$ cat config.mk
export PLATFORM = sky130hd
export DESIGN_NAME = load_store_unit
export DESIGN_NICKNAME = d
export VERILOG_FILES = /design/src/rtl/load_store_unit.sv
export SDC_FILE = /design/constraint.sdc
export NUM_CORES = 1
export LEC_CHECK = 0
export CAP_MARGIN = 5
export CORE_MARGIN = 4
export CORE_UTILIZATION = 42
export DETAILED_ROUTE_END_ITERATION = 8
export PLACE_DENSITY_LB_ADDON = 0.08
export SLEW_MARGIN = 20
export SYNTH_ARGS = -nofsm -noshare
export SYNTH_HDL_FRONTEND = slang
export SYNTH_SLANG_ARGS = --single-unit
$ cat constraint.sdc
create_clock -name clk_i -period 1.84 [get_ports clk_i]
set_input_delay 0.368 -clock clk_i [delete_from_list [all_inputs] [get_ports clk_i]]
set_output_delay 0.368 -clock clk_i [all_outputs]
set_load 0.02 [all_outputs]
$ cat src/rtl/load_store_unit.sv
// load_store_unit: data-memory responder for the single-cycle core.
// Accepts one load/store per request, runs it on a word-addressed req/ack bus,
// formats store lanes, extends load data, and flags illegal or misaligned
// accesses without touching the bus.
module load_store_unit #(
  parameter int ADDR_WIDTH = 32
) (
  input  logic                  clk_i,
  input  logic                  rst_i,
  input  logic                  req_valid_i,
  input  logic                  mem_write_enable_i,
  input  logic [2:0]            funct3_i,
  input  logic [ADDR_WIDTH-1:0] addr_i,
  input  logic [31:0]           store_data_i,
  output logic                  stall_o,
  output logic                  load_valid_o,
  output logic [31:0]           load_data_o,
  output logic                  fault_o,
  output logic                  bus_req_o,
  output logic                  bus_we_o,
  output logic [ADDR_WIDTH-3:0] bus_addr_o,
  output logic [31:0]           bus_wdata_o,
  output logic [3:0]            bus_wstrb_o,
  input  logic                  bus_ack_i,
  input  logic [31:0]           bus_rdata_i
);

  typedef enum logic [1:0] {
    IDLE = 2'd0,
    BUS  = 2'd1,
    DONE = 2'd2
  } state_t;

  state_t                  state_r;
  state_t                  state_next_s;
  logic                    accept_s;
  logic                    legal_s;
  logic                    stall_s;
  logic                    we_r;
  logic [2:0]              funct3_r;
  logic [1:0]              offset_r;
  logic                    load_valid_r;
  logic                    fault_r;
  logic [31:0]             load_data_r;
  logic                    bus_req_r;
  logic                    bus_we_r;
  logic [ADDR_WIDTH-3:0]   bus_addr_r;
  logic [31:0]             bus_wdata_r;
  logic [3:0]              bus_wstrb_r;

  // Byte/halfword accesses must be naturally aligned; stores have no unsigned forms.
  function automatic logic access_legal(input logic we, input logic [2:0] f3,
                                        input logic [1:0] off);
    logic ok;
    ok = 1'b0;
    case (f3)
      3'b000:  ok = 1'b1;
      3'b001:  ok = (off[0] == 1'b0);
      3'b010:  ok = (off == 2'b00);
      3'b100:  ok = ~we;
      3'b101:  ok = ~we & (off[0] == 1'b0);
      default: ok = 1'b0;
    endcase
    return ok;
  endfunction

  // Replicate store data across all lanes so the strobes alone pick the bytes.
  function automatic logic [31:0] format_wdata(input logic [2:0] f3, input logic [31:0] rs2);
    logic [31:0] w;
    case (f3[1:0])
      2'b00:   w = {4{rs2[7:0]}};
      2'b01:   w = {2{rs2[15:0]}};
      default: w = rs2;
    endcase
    return w;
  endfunction

  // Reads never drive strobes.
  function automatic logic [3:0] format_wstrb(input logic we, input logic [2:0] f3,
                                              input logic [1:0] off);
    logic [3:0] s;
    if (!we) begin
      s = 4'b0000;
    end else begin
      case (f3[1:0])
        2'b00:   s = 4'b0001 << off;
        2'b01:   s = 4'b0011 << off;
        default: s = 4'b1111;
      endcase
    end
    return s;
  endfunction

  // Pick the addressed byte/halfword and extend it to 32 bits.
  function automatic logic [31:0] extract_load(input logic [2:0] f3, input logic [1:0] off,
                                               input logic [31:0] rdata);
    logic [31:0] shifted;
    logic [15:0] half;
    logic [31:0] r;
    shifted = rdata >> {off, 3'b000};
    half    = off[1] ? rdata[31:16] : rdata[15:0];
    case (f3)
      3'b000:  r = {{24{shifted[7]}}, shifted[7:0]};
      3'b100:  r = {24'h000000, shifted[7:0]};
      3'b001:  r = {{16{half[15]}}, half};
      3'b101:  r = {16'h0000, half};
      default: r = rdata;
    endcase
    return r;
  endfunction

  // Next-state decode, request acceptance and the combinational stall.
  always_comb begin
    state_next_s = state_r;
    accept_s     = 1'b0;
    stall_s      = 1'b0;
    legal_s      = access_legal(mem_write_enable_i, funct3_i, addr_i[1:0]);
    case (state_r)
      IDLE: begin
        if (req_valid_i) begin
          accept_s     = 1'b1;
          stall_s      = 1'b1;
          state_next_s = legal_s ? BUS : DONE;
        end else begin
          state_next_s = IDLE;
        end
      end
      BUS: begin
        stall_s = 1'b1;
        if (bus_ack_i) begin
          state_next_s = DONE;
        end else begin
          state_next_s = BUS;
        end
      end
      DONE:    state_next_s = IDLE;
      default: state_next_s = IDLE;
    endcase
  end

  // State register plus registered bus/result outputs.
  always_ff @(posedge clk_i) begin
    if (rst_i) begin
      state_r      <= IDLE;
      we_r         <= 1'b0;
      funct3_r     <= 3'b000;
      offset_r     <= 2'b00;
      load_valid_r <= 1'b0;
      fault_r      <= 1'b0;
      load_data_r  <= 32'h0000_0000;
      bus_req_r    <= 1'b0;
      bus_we_r     <= 1'b0;
      bus_addr_r   <= '0;
      bus_wdata_r  <= 32'h0000_0000;
      bus_wstrb_r  <= 4'b0000;
    end else begin
      state_r      <= state_next_s;
      load_valid_r <= 1'b0;
      fault_r      <= 1'b0;
      if (accept_s) begin
        we_r     <= mem_write_enable_i;
        funct3_r <= funct3_i;
        offset_r <= addr_i[1:0];
        if (legal_s) begin
          bus_req_r   <= 1'b1;
          bus_we_r    <= mem_write_enable_i;
          bus_addr_r  <= addr_i[ADDR_WIDTH-1:2];
          bus_wdata_r <= format_wdata(funct3_i, store_data_i);
          bus_wstrb_r <= format_wstrb(mem_write_enable_i, funct3_i, addr_i[1:0]);
        end else begin
          fault_r <= 1'b1;
        end
      end else if (state_r == BUS && bus_ack_i) begin
        bus_req_r   <= 1'b0;
        bus_we_r    <= 1'b0;
        bus_wstrb_r <= 4'b0000;
        if (!we_r) begin
          load_valid_r <= 1'b1;
          load_data_r  <= extract_load(funct3_r, offset_r, bus_rdata_i);
        end
      end
    end
  end

  assign stall_o      = stall_s;
  assign load_valid_o = load_valid_r;
  assign load_data_o  = load_data_r;
  assign fault_o      = fault_r;
  assign bus_req_o    = bus_req_r;
  assign bus_we_o     = bus_we_r;
  assign bus_addr_o   = bus_addr_r;
  assign bus_wdata_o  = bus_wdata_r;
  assign bus_wstrb_o  = bus_wstrb_r;

endmodule

# [Word-level counts from Yosys, hierarchy flattened]
# Cells that the tools add are included.
[totals] in_bits=104 reg_bits=110 elab_cells=66
[op_classes] shifts=3 reduce_logical=12 mux=23 bitwise=6 eq_ne=10
[ops] operator="32-bit case mux with 4 select lines" count=1
[ops] operator="32-bit case mux with 2 select lines" count=1
[ops] operator="32-bit by 5-bit right shift with 8-bit output" count=1
[ops] operator="16-bit 2-to-1 mux" count=1
[ops] operator="4-bit 2-to-1 mux" count=4
[ops] operator="3-bit equality test, second input constant" count=4
[ops] operator="1-bit 2-to-1 mux" count=9
[ops] operator="4-bit case mux with 2 select lines" count=1
[ops] operator="3-bit by 1-bit equality test with 1-bit output, second input constant" count=2
[ops] operator="2-bit zero test" count=3
[ops] operator="3-bit zero test" count=2
[ops] operator="2-bit 2-to-1 mux" count=3
[ops] operator="1-bit NOT" count=5
[ops] operator="1-bit case mux with 5 select lines" count=1
[ops] operator="2-bit by 1-bit equality test with 1-bit output, second input constant" count=2
[ops] operator="2-bit case mux with 2 select lines" count=1
[ops] operator="2-bit AND reduction" count=2
[ops] operator="1-bit by 2-bit left shift with 4-bit output, first input constant" count=1
[ops] operator="2-bit by 2-bit left shift with 4-bit output, first input constant" count=1
[ops] operator="3-bit by 2-bit equality test with 1-bit output, second input constant" count=1
[ops] operator="3-bit AND reduction" count=1
[ops] operator="3-bit OR reduction" count=1
[ops] operator="2-bit by 1-bit != test with 1-bit output, second input constant" count=1
[ops] operator="1-bit case mux with 2 select lines" count=1
[ops] operator="4 further kinds" count=4

# [Longest topological paths before layout]
[logic_depth] depth_word=6 depth_mapped=7 depth_no_buf=4

# [Worst setup path after synthesis]
# OpenSTA, ideal clock, no wires.
[synth_path] path_type="reg-to-reg" start="register state_r[0]" end="register load_data_r[6], in the netlist load_data_o[6]" path_stages_with_launch=6 t_arrival_ns=1.476 required_time_ns=1.770 setup_time_ns=0.070 slack_ns=0.293 path_cell_list="dfxtp_1 nand3b_4 or2_0 buf_2 or4_1 a21oi_1"
[synth_via] elab_chain_cells=4 word_cells_on_any_way=6 cone_classes="eq/ne: 1; mux: 1; bitwise: 1; reduce/logical: 3"
[synth_rtl] item="start: declaration" line="34" text="state_t state_r;"
[synth_rtl] item="start signal: assignment" line="157" text="state_r <= state_next_s;"
[synth_rtl] item="2-bit zero test" line="118" text="case (state_r)"
[synth_rtl] item="1-bit 2-to-1 mux" line="118"
[synth_rtl] item="1-bit NOT (no source line)"
[synth_rtl] item="3-bit AND reduction (no source line) (*)"
[synth_rtl] item="end signal: assignment" line="179" text="load_data_r <= extract_load(funct3_r, offset_r, bus_rdata_i);"
[synth_rtl] item="end: declaration" line="44" text="logic [31:0] load_data_r;"
# Mark *: on every way between the ends. The rest lies on a longest branch, timed or not.
# A chain may end at the register's enable or synchronous reset.

# [Worst setup path after layout]
[layout_path] start="input req_valid_i" end="output stall_o"
[layout_via] elab_chain_cells=2
[layout_rtl] item="start: declaration" line="10" text="input logic req_valid_i,"
[layout_rtl] item="1-bit 2-to-1 mux" line="120" text="if (req_valid_i) begin"
[layout_rtl] item="1-bit case mux with 2 select lines" line="118"
[layout_rtl] item="end: declaration" line="15" text="output logic stall_o,"
# Every way passes these cells.

==> impl_metrics.tcl <==
set metrics [dict create \
    multi_input_area_sq_mm 0.00231 \
    cp_max_fo 2 \
    maxSlewViolCount 0 \
    endpoint_kind "primary output" \
    area_growth_pct 57.8 \
    num-fill-cells 973 \
    timing.final.hold_violations 0 \
    final_cell_mix "clkdlybuf4s50_1 (203), nand2_1 (155), dfxtp_1 (109)" \
    cts_tree "built" \
    max_cap_violations 0 \
    crit_type "input pin to primary output" \
    cp_data_required_time_ps 1470 \
    ant_nets 0 \
    rsz0062_at_grt "false" \
    fmax_ghz 0.574 \
    grt_pass1_vias 4940 \
    grt_max_degree 58 \
    ctsHoldBuffers 0 \
    io_pins 207 \
    power_density_mw_per_mm2 726 \
    ys_types 41 \
    nets 909 \
    finalCriticalPeriod_ps 1740 \
    worst_slew_pin_slew_ps 598 \
    hp-class "input pin to register" \
    report.power.total_mw 5.39 \
    maxSlewHeadroom_pct 60.0 \
    wl_per_cell_um 16.1 \
    core-area_sq_mm 0.0109 \
    overflow 0 \
    die_x_um 114 \
    cts-root-buf "clkbuf_8" \
    die_h_um 114 \
    h-tree-depth 3 \
    dp_hpwl_um 11400 \
    portBuffers 206 \
    synth_area_sq_mm 0.00471 \
    cts.sinks 110 \
    leakage_nw 2.74 \
    startpoint_type "input pin" \
    clk_latency_ps 380 \
    regArea_sq_mm 0.00220 \
    cts_buffer_depth 2 \
    place_congestion 0.880 \
    synthCells 585 \
    mostFrequentLayoutCell "clkdlybuf4s50_1" \
    drt_first_pass_iters 6 \
    peakVddDrop_uv 478 \
    routed_wl_um 15300 \
    avgViaCountPerCell 5.30 \
    status "finished, final reports clean" \
    synth.avg_cell_area_sq_um 8.04 \
    grtUsageTotal_pct 23.2 \
    worstPathArrival_ps 1370 \
    start_util_pct 43.2 \
    ys_warn_count 0 \
    post-cts-setup-buffers 0 \
    placed_cell_area_sq_mm 0.00718 \
    fin_skew_ps 10.0 \
    die_area_sq_mm 0.0130 \
    final_cell_area_sq_mm 0.00742 \
    fp-row-count 38 \
    finalCoreUtilization_pct 68.2 \
    grt_antenna_before_repair 0 \
    yosysSeqAreaShare_pct 46.8 \
    path_clk_slew_ps 100 \
    grt_pass1_wl_um 24400 \
    drive_gt1_share_pct 11.2 \
    min_period_over_period_pct 94.6 \
    setup_viol 0 \
    route.detailed.drc 0 \
    diodes 0 \
    ys_ff_latch 110 \
    numCtsBuffers 9 \
    first_iter_violations 308 \
    vias 5031 \
    syn-num-nets 689 \
]
-- metal layers --
| metal | GRT usage, % | share of wire, % | routed length, um |
|---|---|---|---|
| met1 | 28.8 | 42 | 6400 |
| met5 | 0 | 0 | 0 |
| met4 | 7.36 | 1.5 | 236 |
| met3 | 7.80 | 8.8 | 1340 |
| met2 | 38.0 | 48 | 7270 |
-- what timing repair did --
action	in CTS	in global routing
gates cloned	0	0
endpoints found under the setup margin	1	43
gates resized for setup	1	6
-- area by class of cell --
type / count / area share [%]
Clock buffer: 10 / 1.85
Timing Repair Buffer: 255 / 33.5
Multi-Input combinational cell: 424 / 31.2
Sequential cell: 110 / 29.7
Tap cell: 140 / 2.36
Clock inverter: 6 / 1.15
Inverter: 5 / 0.253
-- cells by family after synthesis --
logic type	synth area share (%)
AND/OR/NAND/NOR	20.0
buffers and inverters	4.76
flip-flops	46.8
multiplexers	6.99
AO/OA/AOI/OAI	21.4
-- Yosys cell counts, drive strengths merged --
| cell | instances | share of area (%) |
|---|---|---|
| a211oi | 13 | 2.1 |
| or2 | 2 | 0.27 |
| nor4 | 2 | 0.27 |
| nand2b | 1 | 0.13 |
| clkbuf | 21 | 1.7 |
| or4 | 2 | 0.40 |
| nor2b | 2 | 0.27 |
| a31o | 5 | 0.93 |
| nand2 | 155 | 12 |
| o211a | 1 | 0.21 |
| o22a | 1 | 0.19 |
| a2111oi | 3 | 0.56 |
| mux2i | 25 | 5.3 |
| nor3b | 1 | 0.16 |
| and3b | 1 | 0.19 |
| o21ai | 47 | 5.0 |
| a311oi | 9 | 1.7 |
| and4bb | 1 | 0.27 |
| nand3 | 2 | 0.21 |
| and2b | 1 | 0.16 |
| a221oi | 9 | 1.7 |
| o2bb2ai | 4 | 0.74 |
| o31ai | 2 | 0.32 |
| o21a | 2 | 0.32 |
| nor2 | 40 | 3.2 |
| mux2 | 7 | 1.7 |
| a21oi | 68 | 7.3 |
| nor3 | 12 | 1.3 |
| and3 | 1 | 0.13 |
| nand3b | 3 | 0.74 |
| inv | 5 | 0.40 |
| buf | 25 | 2.7 |
| a22o | 1 | 0.19 |
| o221a | 1 | 0.24 |
| dfxtp | 110 | 47 |
-- worst max-delay path, stage by stage --
cell             delay, ps
clkdlybuf4s50_1        500
nor2_1                  50
nor2_1                  80
dlygate4sd2_1          370
-- metrics by stage --
stage               TNS, ps  hold WS [ps]  setup WS, ps  cells
finish                    0           385          98.7    950
CTS                       0           369          13.8    950
global placement     -19760           442          -298    934
global route              0           385          9.97    950
floorplan                 0           485           293    585
detailed placement   -24750           447          -390    934
-- worst paths after layout --
path         cells past startpoint  slack (ps)                      endpoint                   startpoint
max                              4         100                       stall_o                  req_valid_i
min                              3         390   bus_wstrb_o[3]$_SDFFE_PP0P_                        rst_i
max reg2reg                      5         160  load_data_o[10]$_SDFFE_PP0P_     funct3_r[0]$_SDFFE_PP0P_
min reg2reg                      2         460   bus_addr_o[20]$_SDFFE_PP0P_  bus_addr_o[20]$_SDFFE_PP0P_
-- registers in the layout (all words and copies together) (netlist names) --
register	count
bus_wdata_o	32
offset_r	2
bus_addr_o	30
load_valid_o	1
bus_req_o	1
state_r	2
funct3_r	3
we_r	1
fault_o	1
bus_wstrb_o	4
load_data_o	32
bus_we_o	1
-- where the power goes --
group	leakage (nW)	switching, mW	total, mW	internal [mW]
Combinational	1.74	0.575	1.18	0.610
Sequential	0.895	0.0718	2.57	2.49
Clock	0.108	0.840	1.64	0.799
No activity file was read; power rests on OpenSTA's default activity.
